[config.mk]
export PLATFORM = sky130hd
export DESIGN_NAME = node_port_buffer
export DESIGN_NICKNAME = d
export VERILOG_FILES = /design/src/rtl/node_port_buffer_pkg.sv /design/src/rtl/node_port_fifo.sv /design/src/rtl/node_port_buffer.sv
export SDC_FILE = /design/constraint.sdc
export NUM_CORES = 1
export LEC_CHECK = 0
export ABC_AREA = 1
export ABC_CLOCK_PERIOD_IN_PS = 3800
export CORE_ASPECT_RATIO = 1.5
export CORE_MARGIN = 3
export CORE_UTILIZATION = 59
export DETAILED_ROUTE_END_ITERATION = 10
export PLACE_DENSITY = 0.84
export SLEW_MARGIN = 20
export SYNTH_ARGS = -nofsm -noshare
export SYNTH_HDL_FRONTEND = slang
export SYNTH_HIERARCHICAL = 1
export SYNTH_SLANG_ARGS = --single-unit
[constraint.sdc]
create_clock -name Clk_R -period 3.8 [get_ports Clk_R]
set_input_delay 0.57 -clock Clk_R [delete_from_list [all_inputs] [get_ports Clk_R]]
set_output_delay 0.57 -clock Clk_R [all_outputs]
set_load 0.02 [all_outputs]
[src/rtl/node_port_buffer_pkg.sv]
// Shared definitions for the node port buffer and its FIFOs.
package node_port_buffer_pkg;

  // Packet widths shared with router_core's Packet_From_Node / Packet_To_Node.
  localparam int NODE_TX_W = 29;
  localparam int NODE_RX_W = 24;

  // Ceiling log2, usable in parameter expressions.
  function automatic int clog2(input int value);
    int result;
    int v;
    result = 0;
    v = value - 1;
    while (v > 0) begin
      result++;
      v = v >> 1;
    end
    return result;
  endfunction

endpackage

[src/rtl/node_port_fifo.sv]
// Show-ahead FIFO with a simultaneous push/pop when full and a saturating
// counter of rejected pushes. DEPTH must be a power of two (pointers wrap).
module node_port_fifo
  import node_port_buffer_pkg::*;
#(
  parameter int WIDTH = 8,
  parameter int DEPTH = 4,
  parameter int CNT_W = 8
) (
  input  logic             clk,
  input  logic             rst_n,
  input  logic             push_req,
  input  logic [WIDTH-1:0] push_data,
  input  logic             pop_req,
  output logic             full,
  output logic             valid,
  output logic [WIDTH-1:0] head,
  output logic [CNT_W-1:0] drop_count
);

  localparam int AW = clog2(DEPTH);
  localparam int CW = AW + 1;
  localparam logic [CW-1:0] FULL_CNT = CW'(DEPTH);

  logic [WIDTH-1:0] mem [DEPTH];
  logic [AW-1:0]    rd_ptr;
  logic [AW-1:0]    wr_ptr;
  logic [CW-1:0]    count;
  logic             do_push;
  logic             do_pop;
  logic             do_drop;

  assign valid = (count != '0);
  assign full  = (count == FULL_CNT);

  // A pop frees a slot in the same cycle, so a full FIFO still accepts a push
  // alongside it; an ack or pop while empty is simply ignored.
  assign do_pop  = pop_req && valid;
  assign do_push = push_req && (!full || do_pop);
  assign do_drop = push_req && !do_push;

  // Masking with valid keeps the head all-zero after reset and never X, even
  // though the storage array itself is not reset.
  assign head = valid ? mem[rd_ptr] : '0;

  // Storage write port.
  // NOTE: the data array has no reset; only pointers and count define which
  // entries are live, and resetting the array would cost a reset net per bit.
  always_ff @(posedge clk) begin
    if (do_push) mem[wr_ptr] <= push_data;
  end

  // Pointer, occupancy and drop-counter state, synchronously reset.
  // NOTE: all sequential state uses non-blocking assignment so every register
  // samples the pre-edge value of its neighbours.
  always_ff @(posedge clk) begin
    if (!rst_n) begin
      rd_ptr     <= '0;
      wr_ptr     <= '0;
      count      <= '0;
      drop_count <= '0;
    end else begin
      if (do_push) wr_ptr <= wr_ptr + 1'b1;
      if (do_pop)  rd_ptr <= rd_ptr + 1'b1;
      unique case ({do_push, do_pop})
        2'b10:   count <= count + 1'b1;
        2'b01:   count <= count - 1'b1;
        default: count <= count;
      endcase
      if (do_drop && (drop_count != '1)) drop_count <= drop_count + 1'b1;
    end
  end

endmodule

[src/rtl/node_port_buffer.sv]
// Bidirectional packet buffer between the processor node and router_core.
// Outbound node packets wait for Core_Load_Ack; inbound deliveries, which
// router_core cannot stall, wait for Node_Rx_Pop. Losses are counted.
module node_port_buffer
  import node_port_buffer_pkg::*;
#(
  parameter int OUT_DEPTH = 4,
  parameter int IN_DEPTH  = 4,
  parameter int CNT_W     = 8
) (
  input  logic                 Clk_R,
  input  logic                 Rst_n,
  input  logic [NODE_TX_W-1:0] Node_Tx_Data,
  input  logic                 Node_Tx_Valid,
  output logic                 Node_Tx_Full,
  output logic [NODE_TX_W-1:0] Packet_From_Node,
  output logic                 Packet_From_Node_Valid,
  input  logic                 Core_Load_Ack,
  input  logic [NODE_RX_W-1:0] Packet_To_Node,
  input  logic                 Packet_To_Node_Valid,
  output logic [NODE_RX_W-1:0] Node_Rx_Data,
  output logic                 Node_Rx_Valid,
  input  logic                 Node_Rx_Pop,
  output logic [CNT_W-1:0]     Tx_Drop_Count,
  output logic [CNT_W-1:0]     Rx_Drop_Count
);

  // The node learns of inbound loss only through Rx_Drop_Count.
  logic rx_full_unused;

  // Node -> router_core.
  node_port_fifo #(
    .WIDTH (NODE_TX_W),
    .DEPTH (OUT_DEPTH),
    .CNT_W (CNT_W)
  ) u_out_fifo (
    .clk        (Clk_R),
    .rst_n      (Rst_n),
    .push_req   (Node_Tx_Valid),
    .push_data  (Node_Tx_Data),
    .pop_req    (Core_Load_Ack),
    .full       (Node_Tx_Full),
    .valid      (Packet_From_Node_Valid),
    .head       (Packet_From_Node),
    .drop_count (Tx_Drop_Count)
  );

  // router_core -> node.
  node_port_fifo #(
    .WIDTH (NODE_RX_W),
    .DEPTH (IN_DEPTH),
    .CNT_W (CNT_W)
  ) u_in_fifo (
    .clk        (Clk_R),
    .rst_n      (Rst_n),
    .push_req   (Packet_To_Node_Valid),
    .push_data  (Packet_To_Node),
    .pop_req    (Node_Rx_Pop),
    .full       (rx_full_unused),
    .valid      (Node_Rx_Valid),
    .head       (Node_Rx_Data),
    .drop_count (Rx_Drop_Count)
  );

endmodule

== Word-level counts from Yosys, hierarchy flattened ==
Memory sizes are Yosys's and may differ from the RTL's. A register that Yosys moved wholly into a read port is not among the register bits.
Index checks and enable logic that the tools add are counted.

* $add $sub $neg: 10
* Reduce and logical (&&, ||, !) cells: 18
* Muxes and demuxes: 12
* Equality and inequality tests: 8

{| class="wikitable"
|+ Operators with widths
! kind !! number
|-
| 29-bit 2-to-1 mux || 1
|-
| 24-bit 2-to-1 mux || 1
|-
| 8-bit by 1-bit adder with 8-bit output (second input constant) || 2
|-
| 8-bit inequality test (second input constant) || 2
|-
| 3-bit case mux with 2 select lines || 2
|-
| 2-bit by 1-bit adder with 2-bit output (second input constant) || 4
|-
| 1-bit logical AND || 8
|-
| 2-bit 2-to-1 mux || 4
|-
| 3-bit by 1-bit adder with 3-bit output (second input constant) || 2
|-
| 3-bit == test (second input constant) || 2
|-
| 3-bit nonzero test || 2
|-
| 3-bit by 1-bit subtractor with 3-bit output (second input constant) || 2
|-
| 2-bit by 1-bit == test with 1-bit output (second input constant) || 2
|-
| 2-bit == test (second input constant) || 2
|-
| 1-bit zero test || 4
|-
| 1-bit 2-to-1 mux || 4
|-
| 2-bit nonzero test || 2
|-
| 1-bit logical OR || 2
|}

* Bits in writable memories: 212
* Output and inout bits: 72
* Memories kept: 2
* Bits of input ports: 59
* Logic and storage cells: 58
* Bits in registers: 30

{| class="wikitable"
|+ Memories
! memory !! depth !! bits a word !! rd ports !! clocked after memory_dff !! wr ports !! RTL line !! RTL
|-
| u_out_fifo.mem || 4 || 29 || 1 || 1 || 1 || node_port_fifo.sv:25 || <nowiki>logic [WIDTH-1:0] mem [DEPTH];</nowiki>
|-
| u_in_fifo.mem || 4 || 24 || 1 || 1 || 1 || node_port_fifo.sv:25 ||
|}

== Logic depth before layout (Yosys ltp) ==
Gate-level depths: netlist of the first run.

* Depth in word-level cells: 7
* Gate-level depth with buffers: 11
* Gate-level depth less buffers: 11

== Cells and area by module ==
Netlist of the first run, hierarchy kept.

{| class="wikitable"
|+ Modules (own cells, without submodules)
! module !! times used !! area each (sq um) !! sequential area each (sq um) !! cells an instance
|-
| node_port_fifo (u_out_fifo) || 1 || 5452.7 || 3823.7 || 482
|-
| node_port_fifo (u_in_fifo) || 1 || 4669.5 || 3223.1 || 422
|}

== Worst setup path before layout of the first run ==
No wires, ideal clock.

* Path type: input to register
* Start point: input port Core_Load_Ack
* End point: memory u_out_fifo/mem[0][0] in the netlist's numbering, enable pin
* Setup slack: 1324 ps
* Arrival: 2061 ps
* Library setup time: 415 ps
* Buffers on the path: 0
* Stages: 4
* Required time: 3385 ps
* Cell sequence: inv_1 > nand3_2 > nand2_1 > nor2_1

* Word-level cells in the longest chain between the ends: 5

{| class="wikitable"
|+ RTL lines
! item !! RTL line !! RTL
|-
| start: declaration || node_port_buffer.sv:18 || <nowiki>input logic Core_Load_Ack,</nowiki>
|-
| 1-bit logical AND || node_port_fifo.sv:38 || <nowiki>assign do_pop = pop_req && valid;</nowiki>
|-
| 1-bit logical OR || node_port_fifo.sv:39 || <nowiki>assign do_push = push_req && (!full || do_pop);</nowiki>
|-
| 1-bit logical AND || node_port_fifo.sv:39 ||
|-
| 1-bit 2-to-1 mux || node_port_fifo.sv:50 || <nowiki>if (do_push) mem[wr_ptr] <= push_data;</nowiki>
|-
| 1-bit 2-to-1 mux (implied by the code) || node_port_fifo.sv:50 ||
|-
| end: declaration || node_port_fifo.sv:25 ||
|}

No other way between the ends.

==> flow_metrics.py, run 1 <==
metrics = {
    "status": {
        "status": "finished, final reports clean",
    },
    "detailed_routing": {
        "avgViaCountPerCell": 5.547,
        "via_count": 6962,
        "wl_per_cell_um": 16.61,
        "drtIter0Drc": 455,
        "wl_mm": 20.84,
        "first_pass_iters": 5,
        "drc": 0,
        "ant_nets": 0,
    },
    "clock_tree": {
        "cts_tree": "yes",
        "cts_max_level": 1,
        "ctsResizeCount": 0,
        "post_cts_buffers": 0,
        "postCtsHoldBufs": 0,
        "cts_buffers": 22,
        "clkTransAtPathRegs_ns": 0.06,
        "clock_latency_ns": 0.50,
        "clk_path_buf_depth": 3,
        "clockRootBuffer": "clkbuf_16",
        "clock_sinks": 246,
    },
    "global_routing": {
        "met1_usage": 0.2662,
        "use_met3": 0.03099,
        "grt_pass1_vias": 7108,
        "grt_use_met2": 0.4084,
        "top_usage_layer": "met2",
        "antenna_found_initial": 0,
        "grt_max_degree": 53,
        "grt_pass1_wl_mm": 33.95,
        "gr-total-overflow": 0,
        "track_usage": 0.2213,
    },
    "placed_design": {
        "hpwlAfterDp_mm": 13.08,
        "placed_cells": 1216,
        "port_buffers": 130,
        "gp_congestion": 0.7994,
        "post_dp_cell_area_um2": 11590,
        "dp_slack_ns": 1.065,
    },
    "sta": {
        "fin_crit_ns": 3.271,
        "layout_setup_ws_ns": 0.5287,
        "worst_clock_skew_ns": 0.007630,
        "period_share": 0.8609,
        "drv_slew": 0,
        "worst_pin_slew_ns": 0.8074,
        "fmax_ghz": 0.3057,
        "hold_viol_final": 0,
        "maxSlewHeadroom": 0.4611,
        "finalSetupViolCount": 0,
        "timing.setup.tns_ns": 0,
        "grt_setup_unrepaired": "no",
    },
    "synthesis": {
        "synth_cells": 903,
        "netlist_area_um2": 10120,
        "syn_nets": 974,
        "synth.avg_cell_area_um2": 11.21,
        "ys_warn_count": 6,
    },
    "critical_path": {
        "critPathLaunchType": "register",
        "crit_fanout": 25,
        "crit_arrival_ns": 2.70,
        "critPathRequiredTime_ns": 3.23,
        "end_kind": "output pin",
        "crit_type": "reg2out",
    },
    "power_and_ir_drop": {
        "powerDensity_nw_per_um2": 585.1,
        "power.leakage_nw": 4.390,
        "peakVddDrop_uv": 457.2,
    },
    "die": {
        "die_area_um2": 18790,
        "design.core.area_um2": 16760,
        "die_h_um": 166.4,
        "fp-row-count": 58,
        "io_pins": 131,
        "chipWidth_um": 112.9,
        "initial_utilization": 0.6036,
    },
    "finish": {
        "final_nets": 1101,
        "n_antenna_cell": 0,
        "postLayoutCellArea_um2": 12330,
        "drive_above_1_share": 0.07560,
        "synthToLayoutAreaGrowth_pct": 21.89,
        "finalNonFillerCells": 1255,
    },
    "run": {
        "max_cap_viol_count": 0,
    },
    "worst_hold_path": {
        "hold_class": "reg2reg",
    },
}
==> worst max-delay path: stages (launching register included) <==
cell	delay, ns
dfxtp_1	0.31
buf_4	0.29
inv_1	0.43
nor2_1	0.26
o21ai_0	0.12
a21oi_1	0.16
clkdlybuf4s50_1	0.63
==> per-stage QoR <==
step,total power (W),util,hold WS (ns)
6_report,0.007216,0.7357,0.4992
5_1_grt,0.007543,0.7357,0.5363
4_1_cts,0.007266,0.7357,0.4987
3_5_place_dp,0.004993,0.6911,0.4812
3_3_place_gp,0.004950,0.6911,0.4687
2_1_floorplan,0.004265,-,0.4540
==> power by group <==
group / switching, W / leakage (nW) / internal, W
Sequential: 0.0000635 / 2.22 / 0.00310
Combinational: 0.00110 / 1.81 / 0.000684
Clock: 0.000890 / 0.361 / 0.00138
Total: 0.00205 / 4.39 / 0.00516
==> path summary, 6_finish.rpt <==
check,to,slack [ns],startpoint,cells after the start
setup / recovery,Node_Rx_Data[2],0.53,register,6
hold / removal,u_in_fifo/drop_count[7]$_SDFFE_PN0P_,0.50,u_in_fifo/drop_count[7]$_SDFFE_PN0P_,2
setup reg to reg,u_in_fifo/count[2]$_SDFFE_PN0P_,2.08,u_in_fifo/count[2]$_SDFFE_PN0P_,10
hold reg to reg,u_in_fifo/drop_count[7]$_SDFFE_PN0P_,0.50,u_in_fifo/drop_count[7]$_SDFFE_PN0P_,2
==> flip-flops by register name (all words and copies together) (netlist names), named ones only <==
name	cells
u_out_fifo/wr_ptr	2
u_in_fifo/mem	96
u_out_fifo/rd_ptr	2
u_in_fifo/rd_ptr	2
u_in_fifo/wr_ptr	2
u_in_fifo/count	3
u_out_fifo/mem	116
u_out_fifo/count	3
u_out_fifo/drop_count	8
u_in_fifo/drop_count	8
==> layout by cell type (no fill, tap or decap) <==
cell / n
a21boi_1: 2
a21oi_1: 81
buf_4: 14
bufinv_16: 4
clkbuf_1: 6
clkbuf_16: 23
clkdlybuf4s50_1: 130
clkinv_1: 4
clkinv_2: 1
clkinv_4: 1
dfxtp_1: 33
dfxtp_2: 1
edfxtp_1: 212
fa_1: 2
ha_1: 10
inv_1: 46
inv_2: 9
nand2_1: 68
nand2_2: 8
nand2_4: 2
nand3_1: 18
nand3_2: 2
nand4_1: 8
nor2_1: 224
nor2_2: 10
nor2_4: 4
o21ai_0: 72
o21ai_1: 42
xnor2_1: 4
xor2_1: 4
==> layer usage <==
metal / up-vias / wire [µm]
met4: 0 / 448
met2: 270 / 11200
met3: 29 / 1325
met5: - / 0
met1: 3316 / 7867
li1: 3347 / -
==> area by class of cell <==
cell class / instances / area, µm²
multi-input cells: 561 / 2663
well taps: 210 / 262.8
clock inverters: 10 / 148.9
inverters: 55 / 206.4
clock buffers: 29 / 598.1
repair buffers: 144 / 1406
flip-flops and latches: 246 / 7048
fillers: 1110 / 4431
Note: power is estimated with default switching activity, not from simulation.
==> run 2, diff against run 1 <==
--- a/config.mk
+++ b/config.mk
@@ -15,5 +15,4 @@
 export SLEW_MARGIN = 20
 export SYNTH_ARGS = -nofsm -noshare
 export SYNTH_HDL_FRONTEND = slang
-export SYNTH_HIERARCHICAL = 1
 export SYNTH_SLANG_ARGS = --single-unit
==> flow_metrics.py, run 2 <==
metrics = {
    "status": {
        "status": "finished, final reports clean",
    },
    "critical_path": {
        "r2r_end": "u_out_fifo.count[2]$_SDFFE_PN0P_",
        "critPathRequiredTime_ns": 3.23,
        "r2r_cells": 11,
        "path_cells": "inv_2 > o21ai_0 > a21oi_1 > clkdlybuf4s50_1",
        "crit_arrival_ns": 2.91,
        "critPathSlowestCell": "inv_2",
        "critPathLaunchType": "register",
        "crit_type": "reg2out",
        "regToRegSetupSlack_ns": 1.56,
        "r2r-start": "u_out_fifo.count[1]$_SDFFE_PN0P_",
        "crit_fanout": 58,
        "end_kind": "output pin",
        "critPathMaxStageDelay_ns": 0.70,
    },
    "die": {
        "chipWidth_um": 112.8,
        "die_h_um": 166.2,
        "design.core.area_um2": 16760,
        "io_pins": 131,
        "initial_utilization": 0.6025,
        "fp-row-count": 58,
        "die_area_um2": 18760,
    },
    "detailed_routing": {
        "drc": 0,
        "first_pass_iters": 4,
        "avgViaCountPerCell": 5.489,
        "wl_per_cell_um": 16.69,
        "ant_nets": 0,
        "drtIter0Drc": 524,
        "wl_mm": 20.66,
        "via_count": 6796,
    },
    "clock_tree": {
        "clock_latency_ns": 0.50,
        "clkTransAtPathRegs_ns": 0.06,
        "clock_sinks": 246,
        "clk_path_buf_depth": 3,
        "clockRootBuffer": "clkbuf_16",
        "cts_max_level": 1,
        "cts_tree": "yes",
        "cts_buffers": 22,
    },
    "power_and_ir_drop": {
        "power.leakage_nw": 4.240,
        "p_int_w": 0.005463,
        "p_clk_frac": 0.263,
        "switching_power_w": 0.002727,
        "powerDensity_nw_per_um2": 669.7,
        "power_frac_comb": 0.338,
        "p_seq_frac": 0.399,
        "power_w": 0.008189,
        "peakVddDrop_uv": 557.5,
        "p_sw_frac": 0.3330,
    },
    "global_routing": {
        "antenna_found_initial": 0,
        "gr-total-overflow": 0,
        "track_usage": 0.2212,
        "grt_pass1_wl_mm": 33.87,
        "grt_max_degree": 59,
        "grt_pass1_vias": 6880,
    },
    "worst_hold_path": {
        "hold_class": "reg2reg",
        "worstHoldStart": "u_out_fifo.rd_ptr[0]$_SDFFE_PN0P_",
        "worstHoldPathCells": 1,
    },
    "synthesis": {
        "synth_cells": 889,
        "yosys-top-cells-count": "nor2_1 (246), edfxtp_1 (212), o21ai_0 (96), a21oi_1 (77), nand2_1 (57)",
        "synth.distinct_cells": 29,
        "netlist_area_um2": 10100,
        "post-synth-top-area-cell": "edfxtp_1",
        "netlist.area_leader.share": 0.6303,
        "synth.avg_cell_area_um2": 11.36,
        "ys_warn_count": 0,
        "synth-async-reset-ratio": 0,
        "synthFlopType": "edfxtp_1",
        "synth_edf_count": 212,
        "synth_area_leaders": "edfxtp_1 (63%), nor2_1 (9.1%), dfxtp_1 (6.7%), o21ai_0 (4.8%), a21oi_1 (3.8%)",
        "yosysSeqAreaShare": 0.6977,
        "ys_ff_latch": 246,
        "yosysMostFrequentCell": "nor2_1",
        "syn_nets": 962,
    },
    "finish": {
        "finalNonFillerCells": 1238,
        "drive_above_1_share": 0.07588,
        "seq_area_um2": 7049,
        "synthToLayoutAreaGrowth_pct": 21.08,
        "multi_input_area_um2": 2661,
        "largest_reg_flops": 116,
        "postLayoutCellArea_um2": 12230,
        "n_fill_cell": 1166,
        "n_antenna_cell": 0,
        "reg_top3": "u_out_fifo.mem: 116 flops, u_in_fifo.mem: 96 flops",
        "final_cell_mix": "nor2_1 (238), edfxtp_1 (212), clkdlybuf4s50_1 (130)",
        "regMostFlops": "u_out_fifo.mem",
        "final_nets": 1087,
        "final_common_cell": "nor2_1",
    },
    "sta": {
        "fmax_ghz": 0.2871,
        "drv_slew": 0,
        "timing.setup.tns_ns": 0,
        "finalSetupViolCount": 0,
        "maxSlewHeadroom": 0.4333,
        "hold_viol_final": 0,
        "hold_ws_ns": 0.4978,
        "grt_setup_unrepaired": "no",
        "fin_crit_ns": 3.483,
        "worst_clock_skew_ns": 0.01379,
        "period_share": 0.9166,
        "worst_pin_slew_ns": 0.8489,
    },
    "placed_design": {
        "placed_cells": 1200,
        "hpwlAfterDp_mm": 12.79,
        "port_buffers": 130,
        "post_dp_cell_area_um2": 11520,
        "gp_congestion": 0.7949,
    },
    "run": {
        "max_cap_viol_count": 0,
    },
}
[run 2: kinds of logic (layout without fill, tap and decap cells)]
logic type | after synthesis | count (layout) | synth area share
compound gates | 206 | 206 | 0.1032
xor+xnor | 7 | 7 | 0.006070
fa+ha+maj | 14 | 14 | 0.01883
buf+inv | 84 | 223 | 0.04076
flops | 246 | 246 | 0.6977
simple gates | 332 | 332 | 0.1334
[run 2: power by group through the flow]
stage / logic (W) / registers [W] / clock network (W)
floorplan: 0.00172 / 0.00327 / 0
global placement: 0.00273 / 0.00331 / 0
detailed placement: 0.00277 / 0.00332 / 0
CTS: 0.00280 / 0.00327 / 0.00219
global route: 0.00303 / 0.00329 / 0.00232
finish: 0.00277 / 0.00327 / 0.00215
[run 2: worst max-delay path by stage]
stage,slack [ns],startpoint,endpoint,depth (start not counted)
finish,0.32,register,Packet_From_Node[5],4
global route,0.15,register,Packet_From_Node[5],4
CTS,0.31,register,Packet_From_Node[5],4
detailed placement,0.48,register,Node_Rx_Data[6],5
global placement,0.58,register,Node_Rx_Data[23],5
floorplan,1.26,Core_Load_Ack,u_out_fifo.mem[0][0]$_DFFE_PP_,4
[run 2: critical path: cells and delay by family, from the launching register on]
| kind | cells | cell delay (ns) |
|---|---|---|
| DFF | 1 | 0.51 |
| buffers and inverters | 2 | 1.36 |
| AOI/OAI and AO/OA | 2 | 0.52 |
[run 2: cell type report]
| cell class | instances | area share |
|---|---|---|
| clock buffer | 27 | 0.04911 |
| tap | 210 | 0.02149 |
| sequential | 246 | 0.5764 |
| inverter | 43 | 0.01320 |
| clock inverter | 11 | 0.008390 |
| timing repair buffer | 142 | 0.1138 |
| multi-input combinational | 559 | 0.2176 |
[run 2: timing repair]
action                     in CTS  in global routing
setup endpoints to repair      15                  0
hold buffers                    0                  0
gates resized for setup         1                  0
setup buffers                   0                  0
[run 2: routing by layer]
| layer | wire (µm) | share of wire | GRT usage | vias up |
|---|---|---|---|---|
| li1 | - | - | - | 3304 |
| met5 | 0 | 0 | 0 | - |
| met2 | 11230 | 0.54 | 0.4102 | 222 |
| met4 | 402 | 0.019 | 0.06172 | 0 |
| met3 | 1125 | 0.054 | 0.02698 | 33 |
| met1 | 7899 | 0.38 | 0.2687 | 3237 |
[run 2: per-stage QoR]
step | setup WS, ns | util
floorplan | 1.262 | -
global placement | 0.5813 | 0.6875
detailed placement | 0.4832 | 0.6875
CTS | 0.3148 | 0.7295
global route | 0.1463 | 0.7295
finish | 0.3167 | 0.7295
==> run 3, diff against run 2 <==
--- a/config.mk
+++ b/config.mk
@@ -15,4 +15,5 @@
 export SLEW_MARGIN = 20
 export SYNTH_ARGS = -nofsm -noshare
 export SYNTH_HDL_FRONTEND = slang
+export SYNTH_HIERARCHICAL = 1
 export SYNTH_SLANG_ARGS = --single-unit
==> results of run 3 <==
No change in the layout: final DEF, timing and power equal those of run 1.
